--- src/rtl/red_pitaya_pwr_pkg.sv ---
`default_nettype none
// ============================================================================
//  Module   : red_pitaya_pwr_pkg
//  Purpose  : Shared constants for the power-test burst scheduler:
//             FSM state encoding, default stage count and the burst-entry
//             helper.
//  Revision : 1.0  initial release
// ============================================================================
package red_pitaya_pwr_pkg;

   localparam int unsigned c_STAGES_DEFAULT = 4;

   localparam logic [2:0] c_ST_IDLE = 3'd0;
   localparam logic [2:0] c_ST_RAMP = 3'd1;
   localparam logic [2:0] c_ST_ON   = 3'd2;
   localparam logic [2:0] c_ST_OFF  = 3'd3;
   localparam logic [2:0] c_ST_DONE = 3'd4;

   // Every burst starts with a soft ramp unless the ramp step period is zero.
   function automatic logic [2:0] burst_entry(input logic i_ramp_nz);
      return i_ramp_nz ? c_ST_RAMP : c_ST_ON;
   endfunction

endpackage
`default_nettype wire

--- src/rtl/red_pitaya_pwr_timer.sv ---
`default_nettype none
// ============================================================================
//  Module   : red_pitaya_pwr_timer
//  Purpose  : Loadable down-counter. Loaded with period-1, counts down while
//             enabled and flags expiry when it reaches zero, so a period of
//             P cycles is P samples of the owning state.
//  Revision : 1.0  initial release
// ============================================================================
module red_pitaya_pwr_timer #(
   parameter int W = 32
) (
   input  logic         clk_i,
   input  logic         rst_i,
   input  logic         i_load,
   input  logic         i_en,
   input  logic [W-1:0] i_load_val,
   output logic         o_expire
);

   logic [W-1:0] r_cnt;

   // Load has priority; otherwise count down while enabled, holding at zero.
   always_ff @(posedge clk_i) begin
      if (rst_i) begin
         r_cnt <= '0;
      end else if (i_load) begin
         r_cnt <= i_load_val;
      end else if (i_en && (r_cnt != '0)) begin
         r_cnt <= r_cnt - W'(1);
      end
   end

   assign o_expire = (r_cnt == '0);

endmodule
`default_nettype wire

--- src/rtl/red_pitaya_pwr_sched.sv ---
`default_nettype none
// ============================================================================
//  Module   : red_pitaya_pwr_sched
//  Purpose  : Burst scheduler for the power-consumption test load. Runs N
//             on/off bursts, each preceded by a staged soft ramp, and drives
//             load enable, thermometer stage enables and the seed reload.
//  Revision : 1.0  initial release
// ============================================================================
module red_pitaya_pwr_sched
   import red_pitaya_pwr_pkg::*;
#(
   parameter int CNT_W   = 32,
   parameter int STEP_W  = 16,
   parameter int STAGES  = c_STAGES_DEFAULT,
   parameter int BURST_W = 16
) (
   input  logic               clk_i,
   input  logic               rst_i,
   input  logic               start_i,
   input  logic               abort_i,
   input  logic [CNT_W-1:0]   on_cyc_i,
   input  logic [CNT_W-1:0]   off_cyc_i,
   input  logic [STEP_W-1:0]  ramp_cyc_i,
   input  logic [BURST_W-1:0] bursts_i,
   input  logic [31:0]        seed_i,
   output logic               load_en_o,
   output logic [STAGES-1:0]  stage_en_o,
   output logic [31:0]        seed_o,
   output logic               seed_wr_o,
   output logic               busy_o,
   output logic               done_o,
   output logic [BURST_W-1:0] burst_cnt_o
);

   localparam int c_SIDX_W = (STAGES > 1) ? $clog2(STAGES) : 1;

   logic [2:0]          r_state;
   logic [c_SIDX_W-1:0] r_stage;
   logic [CNT_W-1:0]    r_on;
   logic [CNT_W-1:0]    r_off;
   logic [STEP_W-1:0]   r_ramp;
   logic [BURST_W-1:0]  r_bursts;
   logic [31:0]         r_seed;
   logic                r_seed_wr;
   logic [BURST_W-1:0]  r_burst_cnt;

   logic [2:0]          w_nxt;
   logic [c_SIDX_W-1:0] w_stage_nxt;
   logic                w_cnt_inc;
   logic                w_enter_burst;
   logic                w_tmr_load;
   logic [CNT_W-1:0]    w_tmr_val;
   logic                w_stp_load;
   logic [STEP_W-1:0]   w_stp_val;
   logic                w_tmr_exp;
   logic                w_stp_exp;
   logic                w_start_ok;
   logic [BURST_W-1:0]  w_cnt_p1;

   assign w_start_ok = (r_state == c_ST_IDLE) && start_i && !abort_i;
   assign w_cnt_p1   = r_burst_cnt + BURST_W'(1);

   // Shared on/off period timer.
   red_pitaya_pwr_timer #(.W(CNT_W)) u_tmr_onoff (
      .clk_i      (clk_i),
      .rst_i      (rst_i),
      .i_load     (w_tmr_load),
      .i_en       ((r_state == c_ST_ON) || (r_state == c_ST_OFF)),
      .i_load_val (w_tmr_val),
      .o_expire   (w_tmr_exp)
   );

   // Ramp step timer; r_stage tracks which step is active.
   red_pitaya_pwr_timer #(.W(STEP_W)) u_tmr_step (
      .clk_i      (clk_i),
      .rst_i      (rst_i),
      .i_load     (w_stp_load),
      .i_en       (r_state == c_ST_RAMP),
      .i_load_val (w_stp_val),
      .o_expire   (w_stp_exp)
   );

   // Next-state, timer reload and burst-count decisions; abort beats expiry.
   always_comb begin
      w_nxt         = r_state;
      w_stage_nxt   = r_stage;
      w_cnt_inc     = 1'b0;
      w_enter_burst = 1'b0;
      w_tmr_load    = 1'b0;
      w_tmr_val     = '0;
      w_stp_load    = 1'b0;
      w_stp_val     = '0;
      case (r_state)
         c_ST_IDLE: begin
            if (w_start_ok) begin
               if (on_cyc_i == '0) begin
                  w_nxt = c_ST_DONE;
               end else if (ramp_cyc_i != '0) begin
                  w_nxt       = c_ST_RAMP;
                  w_stage_nxt = '0;
                  w_stp_load  = 1'b1;
                  w_stp_val   = ramp_cyc_i - STEP_W'(1);
               end else begin
                  w_nxt      = c_ST_ON;
                  w_tmr_load = 1'b1;
                  w_tmr_val  = on_cyc_i - CNT_W'(1);
               end
            end
         end
         c_ST_RAMP: begin
            if (abort_i) begin
               w_nxt = c_ST_DONE;
            end else if (w_stp_exp) begin
               if (r_stage == c_SIDX_W'(STAGES - 1)) begin
                  w_nxt      = c_ST_ON;
                  w_tmr_load = 1'b1;
                  w_tmr_val  = r_on - CNT_W'(1);
               end else begin
                  w_stage_nxt = r_stage + c_SIDX_W'(1);
                  w_stp_load  = 1'b1;
                  w_stp_val   = r_ramp - STEP_W'(1);
               end
            end
         end
         c_ST_ON: begin
            if (abort_i) begin
               w_nxt = c_ST_DONE;
            end else if (w_tmr_exp) begin
               w_cnt_inc = 1'b1;
               if ((r_bursts != '0) && (w_cnt_p1 == r_bursts)) begin
                  w_nxt = c_ST_DONE;
               end else if (r_off != '0) begin
                  w_nxt      = c_ST_OFF;
                  w_tmr_load = 1'b1;
                  w_tmr_val  = r_off - CNT_W'(1);
               end else begin
                  w_enter_burst = 1'b1;
               end
            end
         end
         c_ST_OFF: begin
            if (abort_i) begin
               w_nxt = c_ST_DONE;
            end else if (w_tmr_exp) begin
               w_enter_burst = 1'b1;
            end
         end
         c_ST_DONE: w_nxt = c_ST_IDLE;
         default:   w_nxt = c_ST_IDLE;
      endcase
      if (w_enter_burst) begin
         w_nxt = burst_entry(r_ramp != '0);
         if (r_ramp != '0) begin
            w_stage_nxt = '0;
            w_stp_load  = 1'b1;
            w_stp_val   = r_ramp - STEP_W'(1);
         end else begin
            w_tmr_load = 1'b1;
            w_tmr_val  = r_on - CNT_W'(1);
         end
      end
   end

   // State, config latches, seed strobe and burst counter.
   always_ff @(posedge clk_i) begin
      if (rst_i) begin
         r_state     <= c_ST_IDLE;
         r_stage     <= '0;
         r_on        <= '0;
         r_off       <= '0;
         r_ramp      <= '0;
         r_bursts    <= '0;
         r_seed      <= '0;
         r_seed_wr   <= 1'b0;
         r_burst_cnt <= '0;
      end else begin
         r_state   <= w_nxt;
         r_stage   <= w_stage_nxt;
         r_seed_wr <= w_start_ok && (on_cyc_i != '0);
         if (w_start_ok) begin
            r_on        <= on_cyc_i;
            r_off       <= off_cyc_i;
            r_ramp      <= ramp_cyc_i;
            r_bursts    <= bursts_i;
            r_seed      <= seed_i;
            r_burst_cnt <= '0;
         end else if (w_cnt_inc) begin
            r_burst_cnt <= w_cnt_p1;
         end
      end
   end

   // Thermometer stage enables: ramp step k lights stages 0..k, ON lights all.
   always_comb begin
      stage_en_o = '0;
      for (int i = 0; i < STAGES; i++) begin
         if (r_state == c_ST_ON) begin
            stage_en_o[i] = 1'b1;
         end else if (r_state == c_ST_RAMP) begin
            stage_en_o[i] = (c_SIDX_W'(i) <= r_stage);
         end
      end
   end

   assign load_en_o   = (r_state == c_ST_RAMP) || (r_state == c_ST_ON);
   assign busy_o      = (r_state != c_ST_IDLE);
   assign done_o      = (r_state == c_ST_DONE);
   assign seed_wr_o   = r_seed_wr;
   assign seed_o      = r_seed;
   assign burst_cnt_o = r_burst_cnt;

endmodule
`default_nettype wire

--- config.mk ---
export PLATFORM = sky130hd
export DESIGN_NAME = red_pitaya_pwr_sched
export DESIGN_NICKNAME = d
export VERILOG_FILES = /design/src/rtl/red_pitaya_pwr_pkg.sv /design/src/rtl/red_pitaya_pwr_timer.sv /design/src/rtl/red_pitaya_pwr_sched.sv
export SDC_FILE = /design/constraint.sdc
export NUM_CORES = 1
export LEC_CHECK = 0
export BUFFER_PORTS_ARGS = -buffer_cell sky130_fd_sc_hd__buf_2
export CORE_ASPECT_RATIO = 1.5
export CORE_MARGIN = 10
export CORE_UTILIZATION = 53
export CTS_CLUSTER_SIZE = 14
export DETAILED_ROUTE_END_ITERATION = 10
export PLACE_DENSITY = 0.9
export RECOVER_POWER = 25
export SLEW_MARGIN = 5
export SYNTH_ARGS = -nofsm -noshare
export SYNTH_HDL_FRONTEND = slang
export SYNTH_HIERARCHICAL = 1
export SYNTH_SLANG_ARGS = --single-unit
--- constraint.sdc ---
create_clock -name clk_i -period 3.7 [get_ports clk_i]
set_input_delay 0.185 -clock clk_i [delete_from_list [all_inputs] [get_ports clk_i]]
set_output_delay 0.185 -clock clk_i [all_outputs]
set_load 0.05 [all_outputs]
* Word-level counts from Yosys, hierarchy flattened
Index checks and enable logic that the tools add are counted.
Widths: inputs -> output; s select.
** Storage, ports and cells
- Register bits :: 198
- Output and inout bits :: 56
- Logic and storage cells :: 148
** Cells by class
- Add/sub/neg operators :: 9
- Order comparisons :: 4
- Equality and inequality tests :: 12
- Mux-type cells :: 87
- Reductions and logical operators :: 25
** Operators with widths (number)
- $mux 32 :: 14
- $mux 16 :: 10
- $sub 32x1->32 const B :: 4
- $pmux 32 s3 :: 1
- $reduce_bool 32->1 :: 3
- $logic_not 32->1 :: 2
- $reduce_bool 16->1 :: 4
- $sub 16x1->16 const B :: 3
- $mux 1 :: 35
- $mux 3 :: 11
- $pmux 16 s2 :: 1
- $mux 2 :: 10
- $add 16x1->16 const B :: 1
- $eq 16x16->1 :: 1
- $logic_not 16->1 :: 1
- $pmux 3 s4 :: 1
- $ne 4x4->1 const B :: 2
- $eq 3x2->1 const B :: 2
- $logic_and 1x1->1 :: 6
- $ne 3x3->1 const B :: 2
- $reduce_and 6->1 :: 1
- $ne 5x5->1 const B :: 1
- $le 1x2->1 const A :: 2
- $le 2x2->1 const A :: 2
- other kinds (14) :: 17

* Longest topological paths before layout
- Depth in word-level cells :: 10
- Mapped depth :: 18

* By module
Netlist, hierarchy kept.
** Modules (own cells, without submodules)
- red_pitaya_pwr_sched :: times used 1, cells an instance 1219, area an instance 9158.8 sq um, seq. area each 3002.9 sq um
- red_pitaya_pwr_timer (u_tmr_onoff) :: times used 1, cells an instance 246, area an instance 2064.5 sq um, seq. area each 640.6 sq um
- red_pitaya_pwr_timer (u_tmr_step) :: times used 1, cells an instance 130, area an instance 1143.6 sq um, seq. area each 320.3 sq um

* Least setup slack after synthesis
Ideal clock, no wire load.
- Kind :: register -> register
- Start point :: register r_burst_cnt[0], in the netlist burst_cnt_o[0]
- End point :: register u_tmr_onoff.r_cnt[11]
- Setup time :: 0.088 ns
- Arrival time :: 3.917 ns
- Data required time :: 3.612 ns
- Setup slack :: -0.306 ns
- Cell stages (with the launch flop) :: 18
- Path buffers :: 5
- Path through :: dfxtp_1 ha_1 and3_1 buf_2 nand4_1 xnor2_1 a2111oi_4 nand4_4 a31oi_4 o21a_4 buf_6 nand3_1 clkbuf_1 inv_1 clkbuf_1 clkbuf_1 nor2_1 a311oi_2
** On the way
- Word-level cells in the longest chain between the ends :: 10
** Ends and longest elaborated chain
- start, declared :: RTL line red_pitaya_pwr_sched.sv:45 : logic [BURST_W-1:0] r_burst_cnt;
- start signal, assigned :: RTL line red_pitaya_pwr_sched.sv:188 : r_burst_cnt <= w_cnt_p1;
- $add 16x1->16 (*) :: RTL line red_pitaya_pwr_sched.sv:61 : assign w_cnt_p1 = r_burst_cnt + BURST_W'(1);
- $eq 16x16->1 (*) :: RTL line red_pitaya_pwr_sched.sv:130 : if ((r_bursts != '0) && (w_cnt_p1 == r_bursts)) begin
- $logic_and 1x1->1 (*) :: RTL line red_pitaya_pwr_sched.sv:130
- $mux 1 :: RTL line red_pitaya_pwr_sched.sv:130
- $mux 1 :: RTL line red_pitaya_pwr_sched.sv:128 : end else if (w_tmr_exp) begin
- $mux 1 :: RTL line red_pitaya_pwr_sched.sv:126 : if (abort_i) begin
- $pmux 1 s3 :: RTL line red_pitaya_pwr_sched.sv:93 : case (r_state)
- $mux 1 :: RTL line red_pitaya_pwr_sched.sv:153 : if (r_ramp != '0) begin
- $mux 1 (*) :: RTL line red_pitaya_pwr_sched.sv:151 : if (w_enter_burst) begin
- net w_tmr_load :: RTL line red_pitaya_pwr_sched.sv:51 : logic w_tmr_load;
- $mux 32 or $reduce_bool 2->1 (tied branches)
- end signal, assigned :: RTL line red_pitaya_pwr_timer.sv:27 : r_cnt <= i_load_val;
- end signal, assigned :: RTL line red_pitaya_pwr_timer.sv:29 : r_cnt <= r_cnt - W'(1);
- end, declared :: RTL line red_pitaya_pwr_timer.sv:20 : logic [W-1:0] r_cnt;
Mark *: on every way through the listed nets, which the timed path passes. The rest lies on a longest branch.
A chain may end at the register's enable or synchronous reset.

* Worst setup path in the final report
Same ends and word-level chain as after synthesis.

==> results.sh <==
export IMPL_grt_max_degree=123
export IMPL_max_freq_ghz=0.285
export IMPL_crit_type="reg -> reg"
export IMPL_drt_wl_total_mm=39.2
export IMPL_final_hold_viol_count=0
export IMPL_fin_crit_sh=0.949
export IMPL_gr_total_overflow=0
export IMPL_cellInternalPower_mw=3.90
export IMPL_synth_seq_area_share=0.321
export IMPL_grt_usage=0.255
export IMPL_die_width_um=145
export IMPL_seqCellArea_sq_um=3980
export IMPL_core_area_sq_um=23000
export IMPL_netlist_area_sq_um=12400
export IMPL_async_reset_ff_frac=0
export IMPL_drt_iter0_markers=1132
export IMPL_ys_ff_latch=198
export IMPL_fillers=1837
export IMPL_globalplace_congestion=0.949
export IMPL_yosys_top_cells_area="dfxtp_1 (32%), nand2_1 (11%), xnor2_1 (6.3%), a21oi_1 (6.0%), xor2_1 (4.3%)"
export IMPL_netlist_area_leader_share=0.321
export IMPL_wl_per_cell_um=18.5
export IMPL_start_util=0.538
export IMPL_antenna_found_initial=3
export IMPL_critPathLaunchType="register"
export IMPL_slew_violations=77
export IMPL_first_global_vias=12700
export IMPL_syn_area_per_cell_sq_um=7.75
export IMPL_leakage_nw=5.44
export IMPL_first_pass_iters=9
export IMPL_total_power_mw=6.23
export IMPL_setup_viol=0
export IMPL_dpl_hpwl_mm=27.2
export IMPL_netlist_instances=1595
export IMPL_end_kind="register"
export IMPL_fin_nets=1967
export IMPL_final_core_util=0.648
export IMPL_critPathRequiredTime_ns=4.05
export IMPL_layout_min_cycle_time_ns=3.51
export IMPL_syn_to_final_growth_pct=20.4
export IMPL_clock_latency_ns=0.45
export IMPL_violations="design-rule violations, max-capacitance violations, max-slew violations"
export IMPL_fin_skew_ns=0.0151
export IMPL_slew_headroom=-0.0221
export IMPL_yosys_area_top_type="dfxtp_1"
export IMPL_finalSetupTns_ns=0
export IMPL_vdd_drop_max_mv=0.362
export IMPL_cap_violations=1
export IMPL_worstMarginPinSlew_ns=1.53
export IMPL_cts_made_buffers=17
export IMPL_htreeDepth=4
export IMPL_cts_tree="built"
export IMPL_swShare=0.373
export IMPL_portBuffers=187
export IMPL_worstPathArrival_ns=3.87
export IMPL_drive_gt1_frac=0.158
export IMPL_clk_pin_slew_ns=0.08
export IMPL_multi_input_area_sq_um=7830
export IMPL_dieHeight_um=207
export IMPL_synth_flop_cell="dfxtp_1"
export IMPL_hold_class="in -> reg"
export IMPL_path_max_fanout=17
export IMPL_ys_warn_count=6
export IMPL_clock_sinks=198
export IMPL_p_clk_frac=0.303
export IMPL_root_buffer="clkbuf_16"
export IMPL_synth_edf_count=0
export IMPL_drtAntennaViolNets=0
export IMPL_clk_path_buf_depth=2
export IMPL_rows=68
export IMPL_synth_nets=1737
export IMPL_synth_cell_types=91
export IMPL_ios=188
export IMPL_grt_pass1_wl_mm=63.1
export IMPL_vias_per_cell=6.17
export IMPL_power_frac_comb=0.305
export IMPL_rsz0062_at_grt="false"
export IMPL_dieArea_sq_um=30000
export IMPL_vias=13100
export IMPL_powerDensity_nw_per_um2=418
export IMPL_seqPwrFrac=0.391
export IMPL_drc=1
export IMPL_power_switching_mw=2.33
export IMPL_status="complete, but fails checks"
what timing repair did:
item | in CTS | in global routing
gates resized for setup | 0 | 1
endpoints found under the setup margin | 0 | 2
buffers inserted | 0 | 0
hold endpoints to repair | 85 | 0
hold buffers | 85 | 0
cell families after synthesis:
kind of cell             synth area share
flip-flops                          0.321
adder cells (fa/ha/maj)            0.0101
XOR/XNOR                            0.108
AND/OR/NAND/NOR                     0.309
multiplexers                      0.00405
buffers and inverters              0.0481
AO/OA/AOI/OAI                       0.200
worst max-delay path, stage by stage (launching register included):
cell and delay (ns):
dfxtp_2 0.40, ha_1 0.26, and3_1 0.33, nand4_1 0.14, xnor2_1 0.18, a2111oi_4 0.38
nand4_4 0.20, a31oi_4 0.32, o21a_4 0.18, nand3_1 0.08, inv_1 0.33, buf_4 0.30
nor2_1 0.10, a311oi_2 0.24
final timing paths:
check | slack, ns | from | cells after the start | to
worst max register to register | 0.19 | burst_cnt_o[0] | 13 | u_tmr_onoff/r_cnt[11]
worst min-delay path | 0.01 | off_cyc_i[27] | 3 | r_off[27]
worst min register to register | 0.46 | seed_o[4] | 2 | seed_o[4]
worst max-delay path | 0.19 | burst_cnt_o[0] | 13 | u_tmr_onoff/r_cnt[11]
state kept, by name (all words and copies together) (netlist names):
signal and cells:
seed_o 32, burst_cnt_o 16, r_bursts 16, r_off 32, r_stage 2, r_state 3, u_tmr_step/r_cnt 16, r_ramp 16
r_on 32, u_tmr_onoff/r_cnt 32, seed_wr_o 1
placed cells by master (no fill, tap or decap), types with 11 or more instances in the layout:
cell type      Yosys  routed
and3_1            11      11
o221ai_2          22      22
nor2_1           109     108
nor2b_1           13      13
or3_1             20      20
buf_4              4      31
xor2_1            61      61
a211oi_1          16      16
nand4_1           19      19
clkbuf_16          0      17
clkbuf_1          71      54
nand2b_1          12      12
xnor2_1           89      89
a311oi_1          14      14
nor3_1            57      55
nand3_1           29      29
nor4_1            37      37
inv_1             35      35
nand2_1          355     354
o21ai_0           13      13
a21oi_1          149     149
dlygate4sd3_1      0      85
or4_1             25      25
dfxtp_1          198     188
nand3b_1          14      14
buf_2             12     133
o22ai_1           18      18
metrics by stage:
step | hold slack [ns] | worst slack [ns] | instance area, sq um | instances
final | 0.0112 | 0.187 | 14900 | 2121
after detailed placement | 0.432 | 0.174 | 13500 | 2001
after global routing | 0.00362 | 0.000331 | 14900 | 2121
after CTS | 0.00232 | 0.187 | 14900 | 2118
after global placement | 0.424 | 0.250 | 13500 | 2001
after floorplan | 0.321 | 0.0239 | 12400 | 1595
cells in the mapped netlist (6+ instances only):
library cell	instances
and3_1	11
or4_1	25
xnor2_1	89
o221ai_2	22
o41ai_1	6
a211oi_1	16
a31oi_1	6
nor3b_1	9
inv_1	35
a2111oi_0	6
a21o_1	6
o221ai_1	10
buf_2	12
a21oi_1	149
buf_6	7
nor3_1	57
o31a_1	8
nor2_1	109
o21ai_0	13
ha_1	10
dfxtp_1	198
and4_1	8
nor2b_1	13
o31ai_1	10
nor4_1	37
nand3_1	29
a311oi_1	14
nand2_1	355
o22ai_1	18
nand4_1	19
or3_1	20
nand2b_1	12
nand3b_1	14
xor2_1	61
nor4_2	6
clkbuf_1	71
cell type report:
| type | count | share of cell area |
|---|---|---|
| tap | 280 | 0.0235 |
| antenna | 3 | 0.000504 |
| multi-input combinational | 1265 | 0.526 |
| clock inverter | 15 | 0.0114 |
| inverter | 37 | 0.00933 |
| sequential | 198 | 0.267 |
| timing repair buffer | 306 | 0.134 |
| clock buffer | 17 | 0.0286 |
power groups by stage:
stage	clock [mW]	combinational (mW)	sequential [mW]
after floorplan	0	1.29	2.51
after global placement	0	1.76	2.47
after detailed placement	0	1.80	2.48
after CTS	1.91	1.88	2.43
after global routing	2.00	2.06	2.46
final	1.89	1.90	2.44
metal layers:
layer | global-route usage | vias to the layer above | share of wire
met3 | 0.0451 | 165 | 0.060
met5 | 0 | - | 0
met2 | 0.447 | 584 | 0.52
li1 | - | 6147 | -
met4 | 0.155 | 0 | 0.057
met1 | 0.272 | 6183 | 0.36
No activity file was read; power rests on OpenSTA's default activity.
